$ cat src/rtl/templatized_alu_sequencer.sv
// templatized_alu_sequencer: runs one op at a time across three ALU units.
// It decodes the op_code into a unit-enable mask, pulses start to the enabled
// units and collects their done/result. It then returns a single response beat.
module templatized_alu_sequencer #(
  parameter int WIDTH   = 32,
  parameter int TIMEOUT = 255,
  parameter int CNT_W   = 8
) (
  input  logic               clk,
  input  logic               rst_n,
  input  logic               in_valid,
  output logic               in_ready,
  input  logic [3:0]         in_op_code,
  input  logic [WIDTH-1:0]   in_a,
  input  logic [WIDTH-1:0]   in_b,
  output logic [2:0]         unit_start,
  output logic [WIDTH-1:0]   unit_a,
  output logic [WIDTH-1:0]   unit_b,
  input  logic [2:0]         unit_done,
  input  logic [3*WIDTH-1:0] unit_result,
  output logic               out_valid,
  input  logic               out_ready,
  output logic [WIDTH-1:0]   out_result,
  output logic [1:0]         out_err,
  output logic               busy
);

  typedef enum logic [1:0] {
    S_IDLE  = 2'd0,
    S_ISSUE = 2'd1,
    S_WAIT  = 2'd2,
    S_RESP  = 2'd3
  } state_t;

  localparam logic [CNT_W-1:0] TIMEOUT_C   = CNT_W'(TIMEOUT);
  localparam logic [1:0]       ERR_OK      = 2'b00;
  localparam logic [1:0]       ERR_ILLEGAL = 2'b01;
  localparam logic [1:0]       ERR_TIMEOUT = 2'b10;

  state_t                  state_q, state_d;
  logic [2:0]              en_q, en_d;
  logic [2:0]              done_q, done_d;
  logic [CNT_W-1:0]        cnt_q, cnt_d;
  logic [WIDTH-1:0]        a_q, a_d;
  logic [WIDTH-1:0]        b_q, b_d;
  logic [WIDTH-1:0]        result_q, result_d;
  logic [1:0]              err_q, err_d;
  logic [2:0][WIDTH-1:0]   cap_q, cap_d;
  logic [2:0]              en_dec;
  logic [2:0]              first_done;
  logic [WIDTH-1:0]        final_result;

  // op_code to unit-enable mask; a zero mask marks an illegal code
  always_comb begin
    en_dec = 3'b000;
    case (in_op_code)
      4'b0000, 4'b0001, 4'b0010:          en_dec = 3'b100;
      4'b0100:                            en_dec = 3'b110;
      4'b0101:                            en_dec = 3'b010;
      4'b0110, 4'b0111, 4'b1000, 4'b1001: en_dec = 3'b001;
      default:                            en_dec = 3'b000;
    endcase
  end

  // Per-unit result capture: a unit's result is taken only on the first WAIT
  // cycle its done is seen, so a unit that keeps done high cannot overwrite it.
  for (genvar gi = 0; gi < 3; gi++) begin : g_unit
    assign first_done[gi] = (state_q == S_WAIT) && unit_done[gi] && en_q[gi] && !done_q[gi];
    assign cap_d[gi]      = first_done[gi] ? unit_result[gi*WIDTH +: WIDTH] : cap_q[gi];
  end

  // Multi-unit ops report the highest-index enabled unit
  always_comb begin
    final_result = cap_d[0];
    if (en_q[2])      final_result = cap_d[2];
    else if (en_q[1]) final_result = cap_d[1];
  end

  // Next-state and datapath updates for the sequencer FSM
  always_comb begin
    state_d  = state_q;
    en_d     = en_q;
    done_d   = done_q;
    cnt_d    = cnt_q;
    a_d      = a_q;
    b_d      = b_q;
    result_d = result_q;
    err_d    = err_q;
    case (state_q)
      S_IDLE: begin
        if (in_valid) begin
          en_d = en_dec;
          a_d  = in_a;
          b_d  = in_b;
          if (en_dec != 3'b000) begin
            state_d = S_ISSUE;
          end else begin
            state_d  = S_RESP;
            err_d    = ERR_ILLEGAL;
            result_d = '0;
          end
        end
      end
      S_ISSUE: begin
        done_d  = 3'b000;
        cnt_d   = '0;
        state_d = S_WAIT;
      end
      S_WAIT: begin
        done_d = done_q | (unit_done & en_q);
        // Saturating WAIT-cycle counter; the FSM leaves WAIT when it hits TIMEOUT
        if (cnt_q != TIMEOUT_C) cnt_d = cnt_q + 1'b1;
        if (done_d == en_q) begin
          state_d  = S_RESP;
          err_d    = ERR_OK;
          result_d = final_result;
        end else if (cnt_d == TIMEOUT_C) begin
          state_d  = S_RESP;
          err_d    = ERR_TIMEOUT;
          result_d = '0;
        end
      end
      S_RESP: begin
        if (out_ready) state_d = S_IDLE;
      end
      default: state_d = S_IDLE;
    endcase
  end

  // State and datapath registers; reset abandons any op in flight
  always_ff @(posedge clk or negedge rst_n) begin
    if (!rst_n) begin
      state_q  <= S_IDLE;
      en_q     <= 3'b000;
      done_q   <= 3'b000;
      cnt_q    <= '0;
      a_q      <= '0;
      b_q      <= '0;
      result_q <= '0;
      err_q    <= ERR_OK;
      cap_q    <= '0;
    end else begin
      state_q  <= state_d;
      en_q     <= en_d;
      done_q   <= done_d;
      cnt_q    <= cnt_d;
      a_q      <= a_d;
      b_q      <= b_d;
      result_q <= result_d;
      err_q    <= err_d;
      cap_q    <= cap_d;
    end
  end

  assign in_ready   = (state_q == S_IDLE);
  assign out_valid  = (state_q == S_RESP);
  assign busy       = (state_q != S_IDLE);
  assign unit_start = (state_q == S_ISSUE) ? en_q : 3'b000;
  assign unit_a     = a_q;
  assign unit_b     = b_q;
  assign out_result = result_q;
  assign out_err    = err_q;

endmodule
$ cat config.mk
export PLATFORM = sky130hd
export DESIGN_NAME = templatized_alu_sequencer
export DESIGN_NICKNAME = d
export VERILOG_FILES = /design/src/rtl/templatized_alu_sequencer.sv
export SDC_FILE = /design/constraint.sdc
export NUM_CORES = 1
export LEC_CHECK = 0
export CAP_MARGIN = 40
export CORE_ASPECT_RATIO = 2
export CORE_MARGIN = 2
export CORE_UTILIZATION = 45
export CTS_BUF_LIST = sky130_fd_sc_hd__clkbuf_4
export CTS_CLUSTER_DIAMETER = 60
export DETAILED_ROUTE_END_ITERATION = 16
export PLACE_DENSITY = 0.77
export SLEW_MARGIN = 25
export SYNTH_ARGS = -nofsm -noshare
export SYNTH_HDL_FRONTEND = slang
export SYNTH_SLANG_ARGS = --single-unit
$ cat constraint.sdc
create_clock -name clk -period 2.3 [get_ports clk]
set_input_delay 0.46 -clock clk [delete_from_list [all_inputs] [get_ports clk]]
set_output_delay 0.46 -clock clk [all_outputs]
set_load 0.01 [all_outputs]
==> impl_metrics.env <==
export IMPL_clk_pin_slew_ns=0.08
export IMPL_drt_iter0_drc=191
export IMPL_clockBufferDepth=3
export IMPL_rows=72
export IMPL_worst_clock_skew_ns=0.0559
export IMPL_ys_seq_area_share_pct=59.1
export IMPL_crit_fanout=6
export IMPL_period_minus_slack_ns=2.20
export IMPL_portBuffers=274
export IMPL_clock_sinks=210
export IMPL_fp_dieH_um=203
export IMPL_via_count=6561
export IMPL_ys_ff_latch=210
export IMPL_grt_antenna_before_repair=5
export IMPL_drv_slew=0
export IMPL_slew_headroom_pct=68.8
export IMPL_grt_pass1_wl_um=35500
export IMPL_synth_area_per_cell_um2=13.4
export IMPL_grt_setup_unrepaired="true"
export IMPL_numCtsBuffers=47
export IMPL_fin_crit_sh_pct=95.6
export IMPL_route_detailed_drc=0
export IMPL_place_area_mm2=0.0122
export IMPL_grt_overflow=0
export IMPL_setup_viol=0
export IMPL_min_path_type="in2async"
export IMPL_fmax_ghz=0.455
export IMPL_crit_arrival_ns=1.74
export IMPL_ctsHtreeMaxLevel=2
export IMPL_final_layout_size_suffix_gt1_share_pct=23.4
export IMPL_finalInstanceArea_mm2=0.0128
export IMPL_yosysTopAreaCell="dfrtp_1"
export IMPL_worstSetupStartpointType="register"
export IMPL_areaGrowthSynthToFinish_pct=44.4
export IMPL_wirelength_um=23300
export IMPL_status="complete, no violations"
export IMPL_post_drt_wl_per_cell_um=18.2
export IMPL_grt_pass1_vias=6983
export IMPL_die_w_um=103
export IMPL_ys_top_cells_by_count="dfrtp_1 (210), mux2_2 (109), mux2_1 (52)"
export IMPL_yosysUniqueCellTypes=46
export IMPL_synthTopCellsByArea="dfrtp_1 (59%), mux2_2 (14%), mux2_1 (6.6%)"
export IMPL_postSynthCellCount=661
export IMPL_final_nets=1156
export IMPL_place_congestion=0.827
export IMPL_power_mw=15.8
export IMPL_final_hold_viol_count=0
export IMPL_firstDrtPassIters=4
export IMPL_fin_cells=1282
export IMPL_cp_end_kind="output port"
export IMPL_p_leak_nw=5.64
export IMPL_cts_root_buffer="clkbuf_4"
export IMPL_synth_edf_count=0
export IMPL_synth_area_mm2=0.00889
export IMPL_synth_fp_nets=837
export IMPL_post_place_ws_ns=-0.0287
export IMPL_fillers=1512
export IMPL_viasPerCell=5.12
export IMPL_cts_setup_buffers=0
export IMPL_vdd_drop_max_v=0.000788
export IMPL_setup_tns_final_ns=0
export IMPL_ys_warn_count=0
export IMPL_clk_latency_ns=0.66
export IMPL_cts_tree="built"
export IMPL_drv_cap=0
export IMPL_numPlacedInstances=1189
export IMPL_final_core_util_pct=66.3
export IMPL_io_pin_count=275
export IMPL_p_per_area_mw_per_mm2=1230
export IMPL_ant_nets=0
export IMPL_start_util_pct=45.9
export IMPL_grt_usage_pct=22.3
export IMPL_worstMarginPinSlew_ns=0.468
export IMPL_synth_most_common_cell="dfrtp_1"
export IMPL_core_area_mm2=0.0194
export IMPL_synth_flop_cell="dfrtp_1"
export IMPL_die_area_mm2=0.0210
export IMPL_worst_endpoint_required_ns=1.84
export IMPL_setup_slack_ns=0.101
export IMPL_async_flop_share_pct=100
export IMPL_place_hpwl_um=17000
export IMPL_hold_slack_ns=0.327
export IMPL_grt_max_degree=71
export IMPL_worstSetupPathType="reg2out"
export IMPL_synth_top_area_share_pct=59.1
[layout make-up]
class	instances	area (um2)	area share (%)
diodes	5	12.5	0.0975
multi-input cells	395	3410	26.5
clock buffers	72	541	4.21
inverters	14	52.6	0.409
clock inverters	15	86.3	0.673
repair buffers	312	3160	24.6
well taps	259	324	2.52
flip-flops and latches	210	5260	41.0
[where the power goes]
group / switching (mW) / leakage, nW / total [mW] / internal [mW]
sequential: 0.676 / 2.65 / 6.00 / 5.33
clock: 1.44 / 0.377 / 2.99 / 1.55
combinational: 3.00 / 2.61 / 6.85 / 3.85
total: 5.12 / 5.64 / 15.8 / 10.7
[metal layers]
metal	share of wire, %	vias to the layer above	GRT usage (%)
met3	5.3	54	4.85
met2	56	202	40.9
met1	34	3263	22.6
li1	-	3042	-
met4	3.9	0	11.5
met5	0	-	0
[path summary, 6_finish.rpt]
path	start	end	slack [ns]	cells after the start
setup reg to reg	cnt_q[1]	out_result[23]	0.13	8
hold reg to reg	cap_q[48]	cap_q[48]	0.49	1
min in group clk	unit_result[39]	cap_q[39]	0.42	2
max in group asynchronous	rst_n	cnt_q[0]	1.27	3
setup / recovery	state_q[0]	busy	0.10	4
hold / removal	rst_n	cap_q[81]	0.33	2
[state kept, by name (all words and copies together), names as in the netlist]
signal,cells
cap_q,96
out_result,32
unit_a,32
unit_b,32
cnt_q,8
done_q,3
en_q,3
out_err,2
state_q,2
[worst max-delay path, stage by stage, from the launching register on]
cell and delay, ns:
dfrtp_1 0.42, inv_1 0.16, ha_4 0.20, inv_1 0.07, dlygate4sd2_1 0.29
[logic make-up (layout without fill, tap and decap cells)]
| group | after synthesis | after routing | synth area share, % |
|---|---|---|---|
| AO/OA/AOI/OAI | 106 | 106 | 8.25 |
| XOR/XNOR | 1 | 1 | 0.0985 |
| adder cells (fa/ha/maj) | 5 | 5 | 0.704 |
| buffers and inverters | 56 | 413 | 2.83 |
| flip-flops | 210 | 210 | 59.1 |
| multiplexers | 193 | 193 | 24.0 |
| other | 0 | 5 | 0 |
| AND/OR/NAND/NOR | 90 | 90 | 5.01 |
[timing repair]
item	CTS	global route
hold buffers	1	0
hold endpoints to repair	49	0
pin swaps	0	0
resized for setup	6	8
setup endpoints to repair	5	8
[layout by cell type (no fill, tap or decap), drive strengths merged, types with 4 or more instances in the layout]
cell type,count
nor2,7
clkdlybuf4s50,267
and3,5
ha,5
diode,5
nand2,44
nand3,7
buf,37
clkinv,13
dfrtp,210
clkbuf,73
nor3b,5
nor3,4
mux2i,32
inv,15
mux2,161
a21oi,17
a22o,32
o21ai,35
and2,4
o22ai,5
Note: power is estimated with default switching activity, not from simulation.
